[src/rtl/fetch_queue.sv]
// Instruction buffer between fetch and decode: a DEPTH-entry circular FIFO of
// {pc, instr} pairs with valid/ready on both sides and a single-cycle flush.
module fetch_queue #(
  parameter int DEPTH = 4,
  parameter int PC_W  = 32
) (
  input  logic                       clk,
  input  logic                       reset,
  input  logic                       flush,
  input  logic                       in_valid,
  output logic                       in_ready,
  input  logic [PC_W-1:0]            in_pc,
  input  logic [31:0]                in_instr,
  output logic                       out_valid,
  input  logic                       out_ready,
  output logic [PC_W-1:0]            out_pc,
  output logic [31:0]                out_instr,
  output logic [$clog2(DEPTH+1)-1:0] count
);

  localparam int AW = $clog2(DEPTH);
  localparam int CW = $clog2(DEPTH+1);

  logic [PC_W-1:0] pc_mem    [DEPTH];
  logic [31:0]     instr_mem [DEPTH];

  logic [AW-1:0] wr_ptr_q, wr_ptr_d;
  logic [AW-1:0] rd_ptr_q, rd_ptr_d;
  logic [CW-1:0] count_q,  count_d;

  logic full, empty, push, pop;

  // in_ready depends only on registered count, never on out_ready.
  assign full  = (count_q == CW'(DEPTH));
  assign empty = (count_q == '0);
  assign push  = in_valid & ~full & ~flush;
  assign pop   = ~empty & out_ready & ~flush;

  always_comb begin
    wr_ptr_d = wr_ptr_q;
    rd_ptr_d = rd_ptr_q;
    count_d  = count_q;
    if (flush) begin
      wr_ptr_d = '0;
      rd_ptr_d = '0;
      count_d  = '0;
    end else begin
      if (push) wr_ptr_d = wr_ptr_q + AW'(1);
      if (pop)  rd_ptr_d = rd_ptr_q + AW'(1);
      case ({push, pop})
        2'b10:   count_d = count_q + CW'(1);
        2'b01:   count_d = count_q - CW'(1);
        default: count_d = count_q;
      endcase
    end
  end

  always_ff @(posedge clk or posedge reset) begin
    if (reset) begin
      wr_ptr_q <= '0;
      rd_ptr_q <= '0;
      count_q  <= '0;
    end else begin
      wr_ptr_q <= wr_ptr_d;
      rd_ptr_q <= rd_ptr_d;
      count_q  <= count_d;
    end
  end

  // Storage is never cleared; pointers and count alone define what is valid.
  always_ff @(posedge clk) begin
    if (push) begin
      pc_mem[wr_ptr_q]    <= in_pc;
      instr_mem[wr_ptr_q] <= in_instr;
    end
  end

  assign in_ready  = ~full;
  assign out_valid = ~empty;
  assign out_pc    = empty ? '0 : pc_mem[rd_ptr_q];
  assign out_instr = empty ? '0 : instr_mem[rd_ptr_q];
  assign count     = count_q;

endmodule

[config.mk]
export PLATFORM = sky130hd
export DESIGN_NAME = fetch_queue
export DESIGN_NICKNAME = d
export VERILOG_FILES = /design/src/rtl/fetch_queue.sv
export SDC_FILE = /design/constraint.sdc
export NUM_CORES = 1
export LEC_CHECK = 0
export BUFFER_PORTS_ARGS = -buffer_cell sky130_fd_sc_hd__buf_2
export CAP_MARGIN = 10
export CORE_UTILIZATION = 50
export DETAILED_ROUTE_END_ITERATION = 10
export MAX_ROUTING_LAYER = met4
export PLACE_DENSITY = 0.79
export RECOVER_POWER = 50
export SYNTH_ARGS = -nofsm -noshare
export SYNTH_HDL_FRONTEND = slang
export SYNTH_SLANG_ARGS = --single-unit
[constraint.sdc]
create_clock -name clk -period 8.8 [get_ports clk]
set_input_delay 1.76 -clock clk [delete_from_list [all_inputs] [get_ports clk]]
set_output_delay 1.76 -clock clk [all_outputs]
set_load 0.005 [all_outputs]
==> results of run 1 <==
critical path, delay by kind of cell:
family | cells | cell delay [ns]
buf+inv | 1 | 0.36
simple gates | 3 | 3.86
report_power, final:
part | switching [mW] | total, mW | leakage, nW | internal (mW)
Combinational | 0.148 | 0.306 | 1.10 | 0.157
Clock | 0.435 | 1.05 | 0.393 | 0.617
Sequential | 0.0330 | 1.46 | 2.42 | 1.43
cells by family (layout without fill, tap and decap cells):
family / after synthesis / count (layout) / synth area share, %
mux: 64 / 64 / 14.1
simple gates: 90 / 90 / 5.26
buf+inv: 30 / 190 / 1.70
fa+ha+maj: 5 / 5 / 0.686
xor+xnor: 3 / 3 / 0.257
compound gates: 17 / 17 / 1.05
flops: 263 / 263 / 76.9
routing by layer:
metal  vias up  global-route usage (%)  routed length [microns]
met5         -                       -                        0
met2       175                    30.9                     9220
met4         0                    4.15                      345
met1      2534                    23.7                     7770
met3        27                    3.49                     1070
li1       2188                       -                        -
area by class of cell:
class | count | area (sq um)
Inverter | 5 | 18.8
Tap cell | 265 | 332
Sequential cell | 263 | 7870
Fill cell | 1395 | 7890
Timing Repair Buffer | 138 | 612
Clock inverter | 14 | 118
Multi-Input combinational cell | 179 | 2180
Clock buffer | 33 | 698
state kept, by name, indices dropped and copies added, names as in the netlist:
register   flops
instr_mem    128
pc_mem       128
wr_ptr_q       2
count          3
rd_ptr_q       2
worst max-delay path by stage:
stage                 from         endpoint  slack (ns)  depth (start not counted)
2_1_floorplan     in_valid  instr_mem[0][0]        4.52                          4
3_3_place_gp   rd_ptr_q[0]       out_pc[28]        4.48                          4
3_5_place_dp   rd_ptr_q[0]    out_instr[27]        4.47                          4
4_1_cts        rd_ptr_q[0]    out_instr[27]        3.91                          4
5_1_grt           in_valid     pc_mem[3][1]        2.24                          4
6_report          in_valid     pc_mem[3][1]        2.78                          4
metrics by stage:
stage / hold slack, ns / instance area [sq um] / setup slack [ns] / power (mW) / instances
6_report: 0.608 / 11800 / 2.78 / 2.82 / 897
4_1_cts: 0.603 / 11900 / 3.91 / 2.85 / 897
3_5_place_dp: 0.594 / 11100 / 4.47 / 1.80 / 850
2_1_floorplan: 0.543 / 10200 / 4.52 / 1.68 / 472
3_3_place_gp: 0.557 / 11100 / 4.48 / 1.79 / 850
5_1_grt: 0.620 / 11800 / 2.24 / 2.92 / 897
cells in the mapped netlist, types with 2 or more instances:
cell and number:
nand3_1 2, nand2b_1 2, clkbuf_1 10, buf_6 6, nand2_1 5, buf_2 7, edfxtp_1 256, buf_4 2
and2_1 69, nor2_1 6, o21ai_0 4, nor3_1 2, ha_1 4, dfrtp_1 7, mux4_2 64, xor2_1 2
a21oi_1 6, inv_1 5
==> impl_metrics.env, run 1 <==
export IMPL_status="finished with violations"
export IMPL_violations="max-capacitance violations, max-slew violations"
export IMPL_syn_nets=546
export IMPL_syn_inst=472
export IMPL_drtAntennaViolNets=0
export IMPL_hp_class="flop to flop"
export IMPL_synth_async_sr_flop_share_pct=2.66
export IMPL_grt_overflow_total=0
export IMPL_grt_total_usage_pct=18.5
export IMPL_fmax_ghz=0.166
export IMPL_ir_drop_uv=202
export IMPL_startpoint_type="input pin"
export IMPL_powerDensity_mw_per_mm2=238
export IMPL_fp_row_count=51
export IMPL_fin_crit_ns=6.02
export IMPL_cp_required_ns=8.80
export IMPL_synth_top_cell_by_area="edfxtp_1"
export IMPL_cap_violations=4
export IMPL_drtIter0Drc=303
export IMPL_num_vias=4924
export IMPL_numCtsBuffers=26
export IMPL_holdPathEnd="wr_ptr_q[1]"
export IMPL_worstHoldStart="wr_ptr_q[1]"
export IMPL_num_nets_final=687
export IMPL_final_cell_mix="edfxtp_1, buf_2, clkbuf_1"
export IMPL_worstPathMaxFanout=64
export IMPL_synth_area_per_cell_sq_um=21.7
export IMPL_drt_wl_total_mm=18.4
export IMPL_ys_ff_latch=263
export IMPL_synthDistinctLibCells=31
export IMPL_setup_viol=0
export IMPL_finalMaxSlewViolations=263
export IMPL_synth_seq_area_share_pct=76.9
export IMPL_final_util_pct=60.0
export IMPL_dp_hpwl_mm=10.3
export IMPL_grt_pass1_wl_mm=29.2
export IMPL_slowest_delay_ns=3.43
export IMPL_first_pass_iters=4
export IMPL_io_pin_count=138
export IMPL_cts_setup_buffers=0
export IMPL_insertedDiodeCount=0
export IMPL_cts_num_sinks=263
export IMPL_grt_max_degree=68
export IMPL_grt_pass1_vias=5285
export IMPL_cts_max_path_buffers=3
export IMPL_portBuffers=137
export IMPL_area_growth_syn_to_layout_pct=15.7
export IMPL_path_class="input pin to flop"
export IMPL_cp_arrival_ns=6.02
export IMPL_rsz0062_at_grt="no"
export IMPL_die_w_microns=145
export IMPL_layout_commonest_cell="edfxtp_1"
export IMPL_r2r_slack_ns=3.62
export IMPL_worstHoldPathCells=2
export IMPL_cts_root_buf="clkbuf_16"
export IMPL_hold_buffers=0
export IMPL_r2r_end="pc_mem[3][1]"
export IMPL_initial_core_util_pct=51.8
export IMPL_yosys_area_top_type_share_pct=75.2
export IMPL_r2r_start="count[1]"
export IMPL_tns_ns=0
export IMPL_cts_max_level=1
export IMPL_viasPerCell=5.49
export IMPL_gp_congestion=0.724
export IMPL_synth_area_leaders="edfxtp_1, mux4_2, and2_1"
export IMPL_ys_flop_type="edfxtp_1"
export IMPL_slew_headroom_pct=-218
export IMPL_synth_edf_count=256
export IMPL_drc=0
export IMPL_insertion_delay_ns=0.52
export IMPL_ctsResizeCount=0
export IMPL_cp_end_kind="flop"
export IMPL_hold_viol_final=0
export IMPL_post_drt_wl_per_cell_microns=20.5
export IMPL_cp_slowest_cell="and2_0"
export IMPL_worstPathCellList="clkbuf_1 -> nand2_1 -> nor2_1 -> and2_0"
export IMPL_synth_area_sq_mm=0.0102
export IMPL_p_leak_nw=3.91
export IMPL_die_y_microns=145
export IMPL_grt_antenna_before_repair=0
export IMPL_fin_skew_ns=0.00913
export IMPL_worst_pin_slew_ns=4.77
export IMPL_cts_tree="yes"
export IMPL_core_sq_mm=0.0197
export IMPL_min_period_over_period_pct=68.4
export IMPL_rr_worst_depth=4
export IMPL_ys_warn_count=0
export IMPL_drive_above_1_share_pct=27.8
export IMPL_die_area_sq_mm=0.0210
export IMPL_clk_pin_slew_ns=0.06
Power figures use the tool's default switching activity.
==> run 2, diff against run 1 <==
--- a/config.mk
+++ b/config.mk
@@ -10,7 +10,7 @@
 export CORE_UTILIZATION = 50
 export DETAILED_ROUTE_END_ITERATION = 10
 export MAX_ROUTING_LAYER = met4
-export PLACE_DENSITY = 0.79
+export PLACE_DENSITY = 0.82
 export RECOVER_POWER = 50
 export SYNTH_ARGS = -nofsm -noshare
 export SYNTH_HDL_FRONTEND = slang
==> constraint.sdc (replaced) <==
create_clock -name clk -period 4.9 [get_ports clk]
set_input_delay 0.98 -clock clk [delete_from_list [all_inputs] [get_ports clk]]
set_output_delay 0.98 -clock clk [all_outputs]
set_load 0.005 [all_outputs]
==> run 2 against run 1 <==
  * The run still ends with max-capacitance violations, max-slew violations left
  * Clock skew shrank 0.0038 ns
  * Largest power group unchanged
  * Sequential power is 79% higher
  * First-iteration DRC count shrank 15%
==> impl_metrics.env, run 2 (synthesis gave the netlist of run 1 again) <==
export IMPL_status="finished with violations"
export IMPL_violations="max-capacitance violations, max-slew violations"
export IMPL_fin_skew_ns=0.00536
export IMPL_cts_setup_buffers=0
export IMPL_grt_max_degree=68
export IMPL_cts_root_buf="clkbuf_16"
export IMPL_dp_hpwl_mm=10.4
export IMPL_rr_worst_depth=4
export IMPL_tns_ns=0
export IMPL_fp_row_count=51
export IMPL_setup_viol=0
export IMPL_gp_congestion=0.727
export IMPL_cp_arrival_ns=2.66
export IMPL_area_growth_syn_to_layout_pct=17.8
export IMPL_core_sq_mm=0.0197
export IMPL_rsz0062_at_grt="no"
export IMPL_numCtsBuffers=27
export IMPL_cap_violations=1
export IMPL_num_nets_final=688
export IMPL_die_y_microns=145
export IMPL_slew_headroom_pct=-13.7
export IMPL_fmax_ghz=0.275
export IMPL_ir_drop_uv=310
export IMPL_worstPathMaxFanout=35
export IMPL_ctsResizeCount=0
export IMPL_cts_max_level=1
export IMPL_grt_pass1_wl_mm=28.3
export IMPL_seq_area_sq_mm=0.00787
export IMPL_cts_tree="yes"
export IMPL_drive_above_1_share_pct=29.5
export IMPL_grt_antenna_before_repair=2
export IMPL_viasPerCell=5.47
export IMPL_hold_viol_final=0
export IMPL_cts_num_sinks=263
export IMPL_insertion_delay_ns=0.51
export IMPL_post_drt_wl_per_cell_microns=20.3
export IMPL_path_class="flop to output port"
export IMPL_finalMaxSlewViolations=65
export IMPL_drtIter0Drc=258
export IMPL_totalPowerFinal_mw=5.41
export IMPL_io_pin_count=138
export IMPL_die_w_microns=145
export IMPL_postPlaceCellArea_sq_mm=0.0111
export IMPL_min_period_over_period_pct=74.2
export IMPL_p_leak_nw=4.00
export IMPL_hp_class="input pin to asynchronous set/reset pin"
export IMPL_fin_area_sq_mm=0.0120
export IMPL_drc=0
export IMPL_nFillCells=1386
export IMPL_first_pass_iters=5
export IMPL_drt_wl_total_mm=18.3
export IMPL_r2r_start="count[1]"
export IMPL_powerDensity_mw_per_mm2=449
export IMPL_final_cell_mix="edfxtp_1, buf_2, clkbuf_1"
export IMPL_multi_input_area_sq_mm=0.00219
export IMPL_hold_buffers=0
export IMPL_grt_total_usage_pct=18.1
export IMPL_r2r_end="instr_mem[2][2]"
export IMPL_grt_pass1_vias=5208
export IMPL_fin_crit_ns=3.64
export IMPL_cts_max_path_buffers=3
export IMPL_grt_overflow_total=0
export IMPL_portBuffers=137
export IMPL_die_area_sq_mm=0.0210
export IMPL_cp_end_kind="output port"
export IMPL_drtAntennaViolNets=0
export IMPL_initial_core_util_pct=51.8
export IMPL_clk_pin_slew_ns=0.06
export IMPL_layout_commonest_cell="edfxtp_1"
export IMPL_startpoint_type="flop"
export IMPL_num_vias=4932
export IMPL_r2r_slack_ns=1.87
export IMPL_cp_required_ns=3.92
export IMPL_worst_pin_slew_ns=1.70
## run 2: changes by cell type in the layout (fill, tap and decap cells not counted), moves of 2 or more
cell,before,now
clkinv_2,4,2
diode_2,0,2
and2_0,3,0
bufinv_16,2,8
and2_4,1,3
clkbuf_1,71,66
clkinv_4,0,3
## run 2: worst max-delay path, stage by stage, from the launching register on
cell,delay [ns]
dfrtp_4,0.84
buf_12,0.37
mux4_2,0.59
and2_1,0.18
buf_2,0.12
## run 2: final cells by class
cell class | count | share of cell area [%]
diodes | 2 | 0.0416
clock buffers | 27 | 5.61
clock inverters | 22 | 2.68
inverters | 5 | 0.156
multi-input cells | 179 | 18.2
flip-flops and latches | 263 | 65.4
well taps | 265 | 2.75
repair buffers | 138 | 5.18
## run 2: layer usage
layer,wire length [microns],share of wire [%],global-route usage (%),vias up
met3,1040,5.7,3.46,35
met1,7530,41,23.1,2519
met5,0,0,-,-
met2,9270,51,29.9,180
met4,459,2.5,4.89,0
li1,-,-,-,2198
## run 2: worst max-delay path by stage
stage,from,endpoint,slack (ns),depth (start not counted)
floorplan,in_valid,instr_mem[0][0],1.40,4
global placement,rd_ptr_q[0],out_instr[29],1.78,4
detailed placement,rd_ptr_q[0],out_instr[29],1.75,4
CTS,rd_ptr_q[0],out_instr[29],1.20,4
global route,rd_ptr_q[0],out_instr[29],1.11,4
finish,rd_ptr_q[0],out_instr[29],1.26,4
## run 2: power by group
| part | switching, mW | internal [mW] | total (mW) |
|---|---|---|---|
| registers | 0.0596 | 2.55 | 2.61 |
| logic | 0.266 | 0.286 | 0.552 |
| clock network | 0.815 | 1.43 | 2.24 |
## run 2: per-stage QoR
stage          cells  hold WS, ns  utilization [%]  setup WS [ns]
4_1_cts          899        0.375             61.5           1.20
5_1_grt          901        0.393             61.1           1.11
3_3_place_gp     850        0.553             56.4           1.78
6_report         901        0.386             61.1           1.26
3_5_place_dp     850        0.573             56.4           1.75
2_1_floorplan    472        0.543                -           1.40
